## src/rtl/psg_arb_pkg.sv

```systemverilog
// Shared types and constants for the PSG bus arbiter: FSM states, default widths,
// and AY-3-8910 register addresses.
package psg_arb_pkg;

  localparam int REG_W_DEF  = 4;
  localparam int DATA_W_DEF = 8;

  typedef enum logic [2:0] {
    IDLE,
    CPU_WR,
    PLY_ADDR,
    PLY_DATA,
    RESTORE
  } arb_state_t;

  localparam logic [3:0] PSG_TONE_A_FINE  = 4'h0;
  localparam logic [3:0] PSG_NOISE_PERIOD = 4'h6;
  localparam logic [3:0] PSG_MIXER        = 4'h7;
  localparam logic [3:0] PSG_VOL_A        = 4'h8;
  localparam logic [3:0] PSG_ENV_FINE     = 4'hB;
  localparam logic [3:0] PSG_ENV_COARSE   = 4'hC;
  localparam logic [3:0] PSG_ENV_SHAPE    = 4'hD;
  localparam logic [3:0] PSG_IO_A         = 4'hE;
  localparam logic [3:0] PSG_IO_B         = 4'hF;

endpackage

```

## src/rtl/psg_arb_grant.sv

```systemverilog
// CPU/player tie resolution, combinational grant; exactly one side is granted at any time.
// PSG_ARB_ROUND_ROBIN_EN: last-served side loses a tie (flag resets to player); else CPU always wins.
module psg_arb_grant (
`ifdef PSG_ARB_ROUND_ROBIN_EN
  input  logic clk,
  input  logic reset,
  input  logic cpu_accept,
  input  logic ply_accept,
`endif
  input  logic cpu_valid,
  input  logic ply_valid,
  output logic grant_cpu,
  output logic grant_ply
);

  logic prefer_cpu;

`ifdef PSG_ARB_ROUND_ROBIN_EN
  logic last_cpu;

  always_ff @(posedge clk) begin
    if (reset) begin
      last_cpu <= 1'b0;
    end else if (cpu_accept) begin
      last_cpu <= 1'b1;
    end else if (ply_accept) begin
      last_cpu <= 1'b0;
    end
  end

  assign prefer_cpu = !last_cpu;
`else
  assign prefer_cpu = 1'b1;
`endif

  // A lone requester always wins; otherwise (tie or nobody) the preferred side holds the grant.
  assign grant_cpu = cpu_valid ? (prefer_cpu || !ply_valid) : (prefer_cpu && !ply_valid);
  assign grant_ply = !grant_cpu;

endmodule

```

## src/rtl/psg_bus_arbiter.sv

```systemverilog
// Shares the AY-3-8910 register bus between CPU and music player; player pairs become addr+data strobes,
// then the CPU's register selection is restored. Readies only in IDLE. Tie policy: PSG_ARB_ROUND_ROBIN_EN.
module psg_bus_arbiter
  import psg_arb_pkg::*;
#(
  parameter int REG_W  = REG_W_DEF,
  parameter int DATA_W = DATA_W_DEF
) (
  input  logic              clk,
  input  logic              reset,
  input  logic              cpu_valid,
  input  logic              cpu_a0,
  input  logic [DATA_W-1:0] cpu_wrdata,
  output logic              cpu_ready,
  input  logic              ply_valid,
  input  logic [REG_W-1:0]  ply_reg,
  input  logic [DATA_W-1:0] ply_data,
  output logic              ply_ready,
  output logic              psg_wren,
  output logic              psg_a0,
  output logic [DATA_W-1:0] psg_wrdata,
  output logic [REG_W-1:0]  shadow_addr
);

  arb_state_t        state;
  logic              restore_pend;
  logic [REG_W-1:0]  ply_reg_q;
  logic [DATA_W-1:0] ply_data_q;
  logic              grant_cpu;
  logic              grant_ply;
  logic              can_accept;
  logic              cpu_accept;
  logic              ply_accept;

  psg_arb_grant u_grant (
`ifdef PSG_ARB_ROUND_ROBIN_EN
    .clk        (clk),
    .reset      (reset),
    .cpu_accept (cpu_accept),
    .ply_accept (ply_accept),
`endif
    .cpu_valid  (cpu_valid),
    .ply_valid  (ply_valid),
    .grant_cpu  (grant_cpu),
    .grant_ply  (grant_ply)
  );

  assign can_accept = (state == IDLE) && !restore_pend;
  assign cpu_ready  = can_accept && grant_cpu;
  assign ply_ready  = can_accept && grant_ply;
  assign cpu_accept = cpu_valid && cpu_ready;
  assign ply_accept = ply_valid && ply_ready;

  // Outputs are registered together with the state, so psg_wren is high exactly in the strobe states.
  always_ff @(posedge clk) begin
    if (reset) begin
      state        <= IDLE;
      restore_pend <= 1'b1;
      psg_wren     <= 1'b0;
      psg_a0       <= 1'b0;
      psg_wrdata   <= '0;
      shadow_addr  <= '0;
      ply_reg_q    <= '0;
      ply_data_q   <= '0;
    end else begin
      psg_wren   <= 1'b0;
      psg_a0     <= 1'b0;
      psg_wrdata <= '0;
      case (state)
        IDLE: begin
          // The PSG latch survives reset, so it is rewritten before any request is taken.
          if (restore_pend) begin
            state        <= RESTORE;
            restore_pend <= 1'b0;
            psg_wren     <= 1'b1;
            psg_a0       <= 1'b1;
            psg_wrdata   <= DATA_W'(shadow_addr);
          end else if (cpu_accept) begin
            state      <= CPU_WR;
            psg_wren   <= 1'b1;
            psg_a0     <= cpu_a0;
            psg_wrdata <= cpu_wrdata;
            if (cpu_a0) begin
              shadow_addr <= cpu_wrdata[REG_W-1:0];
            end
          end else if (ply_accept) begin
            state      <= PLY_ADDR;
            ply_reg_q  <= ply_reg;
            ply_data_q <= ply_data;
            psg_wren   <= 1'b1;
            psg_a0     <= 1'b1;
            psg_wrdata <= DATA_W'(ply_reg);
          end
        end
        PLY_ADDR: begin
          state      <= PLY_DATA;
          psg_wren   <= 1'b1;
          psg_wrdata <= ply_data_q;
        end
        PLY_DATA: begin
          if (ply_reg_q != shadow_addr) begin
            state      <= RESTORE;
            psg_wren   <= 1'b1;
            psg_a0     <= 1'b1;
            psg_wrdata <= DATA_W'(shadow_addr);
          end else begin
            state <= IDLE;
          end
        end
        default: state <= IDLE;
      endcase
    end
  end

endmodule

```

## config.mk

```make
export PLATFORM = sky130hd
export DESIGN_NAME = psg_bus_arbiter
export DESIGN_NICKNAME = d
export VERILOG_FILES = /design/src/rtl/psg_arb_pkg.sv /design/src/rtl/psg_arb_grant.sv /design/src/rtl/psg_bus_arbiter.sv
export SDC_FILE = /design/constraint.sdc
export NUM_CORES = 1
export LEC_CHECK = 0
export CORE_UTILIZATION = 49
export CTS_BUF_LIST = sky130_fd_sc_hd__clkbuf_4
export DETAILED_ROUTE_END_ITERATION = 16
export PLACE_DENSITY_LB_ADDON = 0.08
export SLEW_MARGIN = 20
export SYNTH_ARGS = -nofsm -noshare
export SYNTH_HDL_FRONTEND = slang
export SYNTH_SLANG_ARGS = --single-unit
```

## constraint.sdc

```tcl
create_clock -name clk -period 4.3 [get_ports clk]
set_input_delay 1.075 -clock clk [delete_from_list [all_inputs] [get_ports clk]]
set_output_delay 1.075 -clock clk [all_outputs]
set_load 0.1 [all_outputs]
```

### After elaboration in Yosys (flattened, before gate mapping)

Index checks and enable logic that the tools add are counted.

| operators by class | value |
|---|---|
| mux-type cells | 19 |
| reduce and logical (&&, ||, !) cells | 11 |
| bitwise gates (word level) | 2 |
| eq/ne operators | 4 |

Operators with widths:

| cell | count |
|---|---|
| 8-bit one-hot mux with 3 select lines | 1 |
| 8-bit two-way mux | 2 |
| 3-bit two-way mux | 4 |
| 3-bit one-hot mux with 3 select lines | 1 |
| 4-bit two-way mux | 2 |
| 4-bit AND reduction | 2 |
| 1-bit two-way mux | 7 |
| 3-bit by 2-bit == test with 1-bit output, second input constant | 2 |
| 1-bit logical AND | 5 |
| 4-bit inequality test | 1 |
| 4-bit inequality test, second input constant | 1 |
| 1-bit logical NOT | 3 |
| 3-bit logical NOT | 1 |
| 1-bit one-hot mux with 3 select lines | 1 |
| 1-bit inverter | 2 |
| 1-bit one-hot mux with 2 select lines | 1 |

| word-level totals | value |
|---|---|
| input port bits | 25 |
| bits in registers | 30 |
| output and inout port bits | 16 |

### Longest topological paths before layout

Gate-level depths: netlist (run 1).

| logic depth | value |
|---|---|
| word-level depth | 9 |
| mapped depth | 7 |
| mapped depth without buffers | 5 |

### By module

Synthesis (run 1) repeated with hierarchy kept, for this count alone.

| second synthesis, totals | value |
|---|---|
| cell total of the unflattened synthesis | 149 |
| area total of the unflattened synthesis | 1268.7 um^2 |

By module, submodules not included:

| module | sequential area each (um^2) | area each (um^2) | cells an instance | times used |
|---|---|---|---|---|
| psg_bus_arbiter | 600.6 | 1256.2 | 147 | 1 |
| psg_arb_grant | 0.0 | 12.5 | 2 | 1 |

### Least setup slack after synthesis (run 1)

Ideal clock, no wire load.

| path | value |
|---|---|
| path type | input port to output port |
| from | input port ply_valid |
| to | output port cpu_ready |
| arrival time | 3.291 ns |
| buffers on the path | 0 |
| slack | -0.066 ns |
| stages on the path | 2 |
| required time | 3.225 ns |
| cell sequence | nor2b_1 > nor3_1 |

| on the way | value |
|---|---|
| longest elaborated chain between the ends | 3 |

RTL lines:

| item | RTL line | source |
|---|---|---|
| from (decl) | psg_bus_arbiter.sv:15 | `input logic ply_valid,` |
| 1-bit logical NOT | psg_arb_grant.sv:37 | `assign grant_cpu = cpu_valid ? (prefer_cpu \|\| !ply_valid) : (prefer_cpu && !ply_valid);` |
| 1-bit two-way mux | psg_arb_grant.sv:37 |  |
| 1-bit logical AND | psg_bus_arbiter.sv:49 | `assign cpu_ready = can_accept && grant_cpu;` |
| to (decl) | psg_bus_arbiter.sv:14 | `output logic cpu_ready,` |

Every way passes these cells.

### Final worst setup path (run 1)

| path | value |
|---|---|
| from | input port ply_valid |
| to | output port ply_ready |

| on the way | value |
|---|---|
| longest elaborated chain between the ends | 4 |

RTL lines:

| item | RTL line | source |
|---|---|---|
| 1-bit logical NOT | psg_arb_grant.sv:37 |  |
| 1-bit two-way mux | psg_arb_grant.sv:37 |  |
| 1-bit logical NOT | psg_arb_grant.sv:38 | `assign grant_ply = !grant_cpu;` |
| 1-bit logical AND | psg_bus_arbiter.sv:50 | `assign ply_ready = can_accept && grant_ply;` |
| to (decl) | psg_bus_arbiter.sv:18 | `output logic ply_ready,` |

Every way passes these cells.

==> results of run 1 <==
## power groups by stage
stage	Combinational, mW	Sequential, mW	Clock (mW)
after global placement	0.166	0.311	0
after CTS	0.167	0.305	0.162
after detailed placement	0.166	0.312	0
after floorplan	0.0685	0.361	0
final	0.168	0.305	0.162
after global routing	0.178	0.308	0.174
## cell usage in the layout, fill, tap and decap left out, drive strengths merged, types with 2 or more instances in the layout
cell and count:
a31oi 2, clkinv 2, a222oi 4, nor4 3, xnor2 4, nor2 8, clkdlybuf4s50 38, clkbuf 6
a21oi 18, a22oi 4, dfxtp 30, nor3 3, inv 4, nand2 33, buf 2, o22ai 4
nand3 5
## sequential cells by signal, summed over array words and instances (netlist names)
signal	flops
psg_wrdata	8
restore_pend	1
psg_wren	1
ply_reg_q	4
ply_data_q	8
shadow_addr	4
state	3
psg_a0	1
## final cells by class
| class | count | area share [%] |
|---|---|---|
| inverter | 4 | 0.920 |
| tap | 28 | 2.15 |
| timing repair buffer | 40 | 25.0 |
| clock buffer | 6 | 2.76 |
| multi-input combinational | 95 | 31.8 |
| sequential | 30 | 36.8 |
| clock inverter | 2 | 0.537 |
## worst max path at each step
stage / from / to / slack [ns] / depth (start not counted)
3_5_place_dp: ply_valid / ply_ready / 0.67 / 5
4_1_cts: ply_valid / ply_ready / 0.67 / 5
6_report: ply_valid / ply_ready / 0.65 / 5
2_1_floorplan: ply_valid / cpu_ready / 0.79 / 2
5_1_grt: ply_valid / ply_ready / 0.54 / 5
3_3_place_gp: ply_valid / ply_ready / 0.69 / 5
## stage by stage
| step | hold WS (ns) | setup WS, ns |
|---|---|---|
| 2_1_floorplan | 0.436 | 0.792 |
| 3_3_place_gp | 0.445 | 0.687 |
| 3_5_place_dp | 0.450 | 0.674 |
| 4_1_cts | 0.462 | 0.666 |
| 5_1_grt | 0.485 | 0.543 |
| 6_report | 0.460 | 0.649 |
## worst max-delay path, cell delays in order
cell             delay (ns)
clkdlybuf4s50_1        0.44
nor2b_1                0.26
nand2_2                0.26
inv_2                  0.32
buf_12                 0.22
## cells by family after synthesis
group	Yosys count	synth area share, %
buf+inv	10	4.81
xor+xnor	4	2.99
flops	30	51.3
simple gates	56	22.3
compound gates	35	18.6
## metal layers
metal | up-vias | GRT usage [%]
met2 | 44 | 36.7
li1 | 561 | -
met1 | 515 | 28.5
met5 | - | 0
met3 | 5 | 6.25
met4 | 0 | 13.0
==> results.json, run 1 <==
{
  "multi_input_area_um2": 519,
  "gp_congestion": 0.852,
  "netlist.top_cell.by_area": "dfxtp_1",
  "async_reset_ff_share_pct": 0,
  "dpl.cell_count": 197,
  "critPathKind": "input port to output port",
  "slew_headroom_pct": 35.0,
  "synth_edf_count": 0,
  "outcome": "completed",
  "setup_viol": 0,
  "wl_per_cell_um": 12.8,
  "grt_use_total_pct": 23.2,
  "clock-sinks": 30,
  "ys.flop_type": "dfxtp_1",
  "fillers": 179,
  "cts_setup_buffers": 0,
  "power.density_mw_per_mm2": 389,
  "final_antenna_net_count": 0,
  "rsz0062_at_grt": "false",
  "crit_path_max_fanout": 17,
  "reg2regPathDepth": 5,
  "hold_path_depth": 2,
  "pwr-share-comb_pct": 26.4,
  "syn_to_final_growth_pct": 39.3,
  "top_layer_used": "met4",
  "syn_inst": 135,
  "synth.avg_cell_area_um2": 8.67,
  "p_leak_nw": 0.557,
  "root_buffer": "clkbuf_4",
  "cts_made_buffers": 5,
  "rows": 17,
  "wl_met2_um": 1220,
  "grt_pass1_wl_um": 4280,
  "min_from": "ply_data_q[2]$_SDFFE_PP0P_",
  "drive_above_1_share_pct": 8.47,
  "dpl.hpwl_um": 1900,
  "cts.repair.resized": 0,
  "start_util_pct": 52.4,
  "wl_met1_um": 1200,
  "viasPerCell": 5.49,
  "stdcell_count": 205,
  "ir_worst_vdd_v": 0.000250,
  "arrival_ns": 2.58,
  "synth.distinct_cells": 27,
  "die_area_mm2": 0.00259,
  "h-tree-depth": 2,
  "p_clk_share_pct": 25.5,
  "postCtsHoldBufs": 0,
  "final_cell_area_mm2": 0.00163,
  "grt_pass1_vias": 964,
  "die_y_um": 50.9,
  "rr_startpoint": "state[2]$_SDFFE_PP0P_",
  "p_sw_share_pct": 34.4,
  "nNetsFinal": 201,
  "cts_buffer_depth": 2,
  "synthTopCellsByArea": "dfxtp_1 51%, nand2_1 10%, a21oi_1 7.7%",
  "pin_count": 41,
  "fin_crit_ns": 3.65,
  "fin_skew_ns": 0.00743,
  "fin_tns_setup_ns": 0,
  "antenna_cells": 0,
  "ys_seq_area_share_pct": 51.3,
  "synth_seq_cells": 30,
  "vias": 1125,
  "reg2reg_slack_ns": 2.48,
  "synth_top_cell_area_share_pct": 51.3,
  "seq_area_um2": 601,
  "switchingPower_uw": 218,
  "startpoint_type": "input port",
  "clkTransAtPathRegs_ns": 0.09,
  "clk_latency_ns": 0.33,
  "antenna_found_initial": 0,
  "coreArea_mm2": 0.00223,
  "port_buffers": 40,
  "grt_overflow": 0,
  "endpoint_kind": "output port",
  "p_int_uw": 417,
  "yosysMostFrequentCell": "nand2_1",
  "min_delay_worst_endpoint": "ply_data_q[2]$_SDFFE_PP0P_",
  "wl_um": 2630,
  "netlist_area_mm2": 0.00117,
  "cts_tree": "done",
  "r2r-end": "psg_wrdata[3]$_SDFF_PP0_",
  "netlist_top_cells_count": "32 x nand2_1, 30 x dfxtp_1, 18 x a21oi_1, 8 x nor2_1, 5 x nand3_1",
  "drtPass1Iterations": 4,
  "hold_path_class": "register to register",
  "worstPathRequired_ns": 3.22,
  "ys_warn_count": 0,
  "period_share_pct": 84.9,
  "hold_viol": 0,
  "fp.dieW_um": 50.9,
  "maxCapViolations": 0,
  "final_core_util_pct": 73.1,
  "drtIter0Drc": 50,
  "grt_start_max_net_pins": 24,
  "syn-num-nets": 160,
  "worstMarginPinSlew_ns": 0.971,
  "power_uw": 635,
  "detailed_place.area_mm2": 0.00158,
  "seqPwrFrac_pct": 48.1,
  "route.met3.wl_um": 159,
  "slew_violations": 0,
  "drc_errors": 0,
  "fmax_mhz": 274
}
Power figures use the tool's default switching activity.
==> run 2: changes to the inputs <==
--- a/config.mk
+++ b/config.mk
@@ -5,7 +5,7 @@
 export SDC_FILE = /design/constraint.sdc
 export NUM_CORES = 1
 export LEC_CHECK = 0
-export CORE_UTILIZATION = 49
+export CORE_UTILIZATION = 46
 export CTS_BUF_LIST = sky130_fd_sc_hd__clkbuf_4
 export DETAILED_ROUTE_END_ITERATION = 16
 export PLACE_DENSITY_LB_ADDON = 0.08
==> constraint.sdc (replaced) <==
create_clock -name clk -period 3.8 [get_ports clk]
set_input_delay 0.95 -clock clk [delete_from_list [all_inputs] [get_ports clk]]
set_output_delay 0.95 -clock clk [all_outputs]
set_load 0.1 [all_outputs]
==> results.json, run 2 (same netlist as run 1, synthesis figures left out) <==
{
  "pin_count": 41,
  "slew_headroom_pct": 34.2,
  "grt_start_max_net_pins": 24,
  "fin_tns_setup_ns": 0,
  "worstMarginPinSlew_ns": 0.983,
  "fillers": 177,
  "setup_viol": 0,
  "cts_setup_buffers": 0,
  "wl_per_cell_um": 13.4,
  "grt_pass1_wl_um": 4460,
  "power.density_mw_per_mm2": 504,
  "multi_input_area_um2": 519,
  "cts_buffer_depth": 2,
  "grt_overflow": 0,
  "reg2reg_slack_ns": 1.90,
  "hold_path_depth": 2,
  "rows": 17,
  "endpoint_kind": "output port",
  "drive_above_1_share_pct": 8.99,
  "layout.cells.most_common_list": "38 x clkdlybuf4s50_1, 32 x nand2_1, 30 x dfxtp_1",
  "postCtsHoldBufs": 0,
  "coreArea_mm2": 0.00230,
  "wl_um": 2770,
  "drtIter0Drc": 43,
  "viasPerCell": 5.48,
  "rsz0062_at_grt": "false",
  "cts.repair.resized": 0,
  "syn_to_final_growth_pct": 45.1,
  "h-tree-depth": 2,
  "root_buffer": "clkbuf_4",
  "startpoint_type": "input port",
  "min_from": "ply_data_q[3]$_SDFFE_PP0P_",
  "arrival_ns": 2.24,
  "cts_tree": "done",
  "period_share_pct": 84.0,
  "port_buffers": 40,
  "clkTransAtPathRegs_ns": 0.08,
  "min_delay_worst_endpoint": "ply_data_q[3]$_SDFFE_PP0P_",
  "final_antenna_net_count": 0,
  "final_common_cell": "clkdlybuf4s50_1",
  "nNetsFinal": 202,
  "outcome": "completed",
  "start_util_pct": 51.0,
  "grt_use_total_pct": 23.8,
  "ir_worst_vdd_v": 0.000499,
  "cts_made_buffers": 5,
  "dpl.hpwl_um": 1960,
  "slew_violations": 0,
  "seq_area_um2": 601,
  "gp_congestion": 0.830,
  "fmax_mhz": 313,
  "die_y_um": 52.5,
  "final_cell_area_mm2": 0.00170,
  "hold_path_class": "register to register",
  "die_area_mm2": 0.00275,
  "antenna_cells": 0,
  "p_leak_nw": 0.586,
  "fin_crit_ns": 3.19,
  "reg2regPathDepth": 6,
  "fp.dieW_um": 52.5,
  "fin_skew_ns": 0.0144,
  "clock-sinks": 30,
  "critPathKind": "input port to output port",
  "antenna_found_initial": 0,
  "hold_viol": 0,
  "vias": 1129,
  "r2r-end": "psg_wrdata[3]$_SDFF_PP0_",
  "largest_registers": "ply_data_q x8, psg_wrdata x8",
  "drc_errors": 0,
  "maxCapViolations": 0,
  "drtPass1Iterations": 4,
  "grt_pass1_vias": 979,
  "detailed_place.area_mm2": 0.00160,
  "rr_startpoint": "state[2]$_SDFFE_PP0P_",
  "crit_path_max_fanout": 15,
  "worstPathRequired_ns": 2.85,
  "clk_latency_ns": 0.34
}
==> run 2: cell count changes in the layout (fill, tap and decap cells not counted) <==
cell,before,now
clkinv_2,1,0
buf_12,1,2
bufinv_16,0,2
clkbuf_4,6,5
==> run 2: where the power goes <==
group	internal [mW]	switching (mW)	total, mW
Combinational	0.0682	0.128	0.196
Sequential	0.331	0.0147	0.346
Clock	0.203	0.112	0.315
==> run 2: routing by layer <==
| metal | share of wire (%) | global-route usage (%) | up-vias | routed length (um) |
|---|---|---|---|---|
| met1 | 42 | 28.0 | 517 | 1160 |
| met3 | 8.3 | 9.57 | 5 | 229 |
| met4 | 2.1 | 11.8 | 0 | 58 |
| li1 | - | - | 564 | - |
| met5 | 0 | 0 | - | 0 |
| met2 | 48 | 37.1 | 43 | 1320 |
==> run 2: final cells by class <==
| cell class | instances | area share [%] |
|---|---|---|
| Clock buffer | 5 | 2.21 |
| Sequential cell | 30 | 35.3 |
| Clock inverter | 3 | 3.76 |
| Inverter | 4 | 0.884 |
| Tap cell | 28 | 2.06 |
| Timing Repair Buffer | 41 | 25.2 |
| Multi-Input combinational cell | 95 | 30.6 |
==> run 2: stage by stage <==
stage	cells	setup slack (ns)	power (mW)	hold WS, ns	utilization [%]
global route	206	0.512	0.891	0.479	74.0
floorplan	135	0.542	0.486	0.436	-
detailed placement	198	0.599	0.548	0.451	69.6
CTS	206	0.601	0.860	0.464	74.0
finish	206	0.607	0.856	0.460	74.0
global placement	198	0.630	0.545	0.442	69.6
==> run 2: critical path: stages <==
cell	delay [ns]
clkdlybuf4s50_1	0.44
nor2b_1	0.26
nand2_2	0.26
inv_2	0.15
buf_12	0.18
==> run 2: how the worst max path moves through the flow <==
stage	from	to	slack [ns]	cells after the start
4_1_cts	ply_valid	ply_ready	0.60	5
3_3_place_gp	ply_valid	ply_ready	0.63	5
2_1_floorplan	ply_valid	cpu_ready	0.54	2
6_report	ply_valid	ply_ready	0.61	5
3_5_place_dp	ply_valid	ply_ready	0.60	5
5_1_grt	cpu_valid	ply_ready	0.51	5
==> run 3: changes to the inputs <==
--- a/config.mk
+++ b/config.mk
@@ -5,7 +5,7 @@
 export SDC_FILE = /design/constraint.sdc
 export NUM_CORES = 1
 export LEC_CHECK = 0
-export CORE_UTILIZATION = 46
+export CORE_UTILIZATION = 41
 export CTS_BUF_LIST = sky130_fd_sc_hd__clkbuf_4
 export DETAILED_ROUTE_END_ITERATION = 16
 export PLACE_DENSITY_LB_ADDON = 0.08
==> constraint.sdc (replaced) <==
create_clock -name clk -period 2.6 [get_ports clk]
set_input_delay 0.65 -clock clk [delete_from_list [all_inputs] [get_ports clk]]
set_output_delay 0.65 -clock clk [all_outputs]
set_load 0.1 [all_outputs]
==> results.json, run 3 (same netlist as run 1, synthesis figures left out) <==
{
  "cts_buffer_depth": 2,
  "whs_ns": 0.462,
  "rr_startpoint": "state[2]$_SDFFE_PP0P_",
  "rsz0062_at_grt": "false",
  "reg2reg_slack_ns": 0.98,
  "route.met3.wl_um": 144,
  "ir_worst_vdd_v": 0.000552,
  "pwr-share-comb_pct": 27.3,
  "h-tree-depth": 2,
  "min_delay_worst_endpoint": "ply_data_q[4]$_SDFFE_PP0P_",
  "slew_headroom_pct": 55.4,
  "slew_violations": 0,
  "outcome": "completed",
  "power.density_mw_per_mm2": 642,
  "reg2regPathDepth": 6,
  "worstPathRequired_ns": 1.95,
  "postCtsHoldBufs": 0,
  "switchingPower_uw": 370,
  "grt_pass1_vias": 1059,
  "cts_setup_buffers": 0,
  "clock-sinks": 30,
  "dpl.hpwl_um": 2070,
  "grt_overflow": 0,
  "start_util_pct": 42.8,
  "fin_crit_ns": 2.50,
  "fmax_mhz": 401,
  "pre_cts_ws_ns": 0.0959,
  "cts_tree": "done",
  "antenna_cells": 0,
  "root_buffer": "clkbuf_4",
  "fin_tns_setup_ns": 0,
  "maxCapViolations": 0,
  "final_antenna_net_count": 0,
  "wl_met2_um": 1420,
  "syn_to_final_growth_pct": 39.6,
  "top_layer_used": "met4",
  "period_share_pct": 96.0,
  "arrival_ns": 1.85,
  "final_common_cell": "nand2_1",
  "crit_path_max_fanout": 3,
  "largest_registers": "ply_data_q x8, psg_wrdata x8",
  "hold_path_class": "register to register",
  "r2r-end": "psg_wrdata[3]$_SDFF_PP0_",
  "startpoint_type": "input port",
  "fin_skew_ns": 0.00842,
  "hold_viol": 0,
  "setup_slack_ns": 0.105,
  "critPathSlowestCell": "clkdlybuf4s50_1",
  "vias": 1106,
  "grt_pass1_wl_um": 4650,
  "viasPerCell": 5.27,
  "antenna_found_initial": 0,
  "wl_met1_um": 1230,
  "grt_use_total_pct": 19.9,
  "hold_path_depth": 2,
  "seqPwrFrac_pct": 48.3,
  "nNetsFinal": 204,
  "cts.repair.resized": 0,
  "critPathMaxStageDelay_ns": 0.45,
  "drtIter0Drc": 37,
  "worstMarginPinSlew_ns": 0.664,
  "drive_above_1_share_pct": 17.9,
  "layout.cells.most_common_list": "32 x nand2_1, 30 x dfxtp_1, 24 x clkdlybuf4s50_1",
  "critPathKind": "input port to output port",
  "die_y_um": 55.4,
  "wl_um": 2830,
  "endpoint_kind": "output port",
  "drc_errors": 0,
  "p_sw_share_pct": 35.2,
  "final_cell_area_mm2": 0.00164,
  "clk_latency_ns": 0.33,
  "power_mw": 1.05,
  "coreArea_mm2": 0.00273,
  "cts_made_buffers": 5,
  "p_clk_share_pct": 24.4,
  "fp.dieW_um": 55.4,
  "p_int_uw": 680,
  "clkTransAtPathRegs_ns": 0.09,
  "wl_per_cell_um": 13.5,
  "gp_congestion": 0.770,
  "detailed_place.area_mm2": 0.00159,
  "min_from": "ply_data_q[4]$_SDFFE_PP0P_",
  "p_leak_nw": 0.602,
  "worstPathCellList": "clkdlybuf4s50_1 -> nor2b_1 -> nand2_2 -> inv_2 -> buf_12",
  "pin_count": 41,
  "port_buffers": 40,
  "drtPass1Iterations": 4,
  "die_area_mm2": 0.00307,
  "grt_start_max_net_pins": 22,
  "setup_viol": 0,
  "rows": 19
}
==> run 3: changes by cell type in the layout (fill, tap and decap cells not counted), sizes merged <==
cell / previous run / this run
buf: 3 / 19
bufinv: 2 / 0
clkdlybuf4s50: 38 / 24
clkinv: 1 / 2
==> run 3: power groups by stage <==
stage                     sequential (mW)  combinational, mW  clock (mW)
after global routing                0.510              0.303       0.284
after global placement              0.516              0.285           0
after floorplan                     0.598              0.116           0
after detailed placement            0.517              0.288           0
final                               0.507              0.286       0.256
after CTS                           0.507              0.288       0.260
==> run 3: layout make-up <==
cell class                      count  area [um2]
Clock buffer                        5        37.5
Clock inverter                      2        10.0
Tap cell                           31        38.8
Fill cell                         242        1100
Inverter                            4        15.0
Sequential cell                    30         601
Multi-Input combinational cell     95         526
Timing Repair Buffer               43         408
==> run 3: how the worst max path moves through the flow <==
stage | start | endpoint | slack [ns] | cells after the start
floorplan | ply_valid | cpu_ready | 0.34 | 2
global placement | ply_valid | ply_ready | 0.10 | 5
detailed placement | ply_valid | ply_ready | 0.1 | 5
CTS | ply_valid | ply_ready | 0.08 | 5
global route | cpu_valid | ply_ready | 0.03 | 5
finish | ply_valid | ply_ready | 0.10 | 5
==> run 3: per-layer routing <==
layer | track usage, % | vias up
met5 | 0 | -
met2 | 31.8 | 27
met1 | 22.9 | 513
li1 | - | 562
met3 | 8.67 | 4
met4 | 9.29 | 0
==> run 3: metrics by stage <==
stage / util (%) / std cells
CTS: 59.8 / 210
floorplan: - / 135
global route: 59.8 / 210
finish: 59.8 / 210
global placement: 58.1 / 203
detailed placement: 58.1 / 203
==> run 3: critical path, delay by kind of cell <==
family / cells / cell delay [ns]
and+or+nand+nor: 2 / 0.45
buffers and inverters: 3 / 0.75
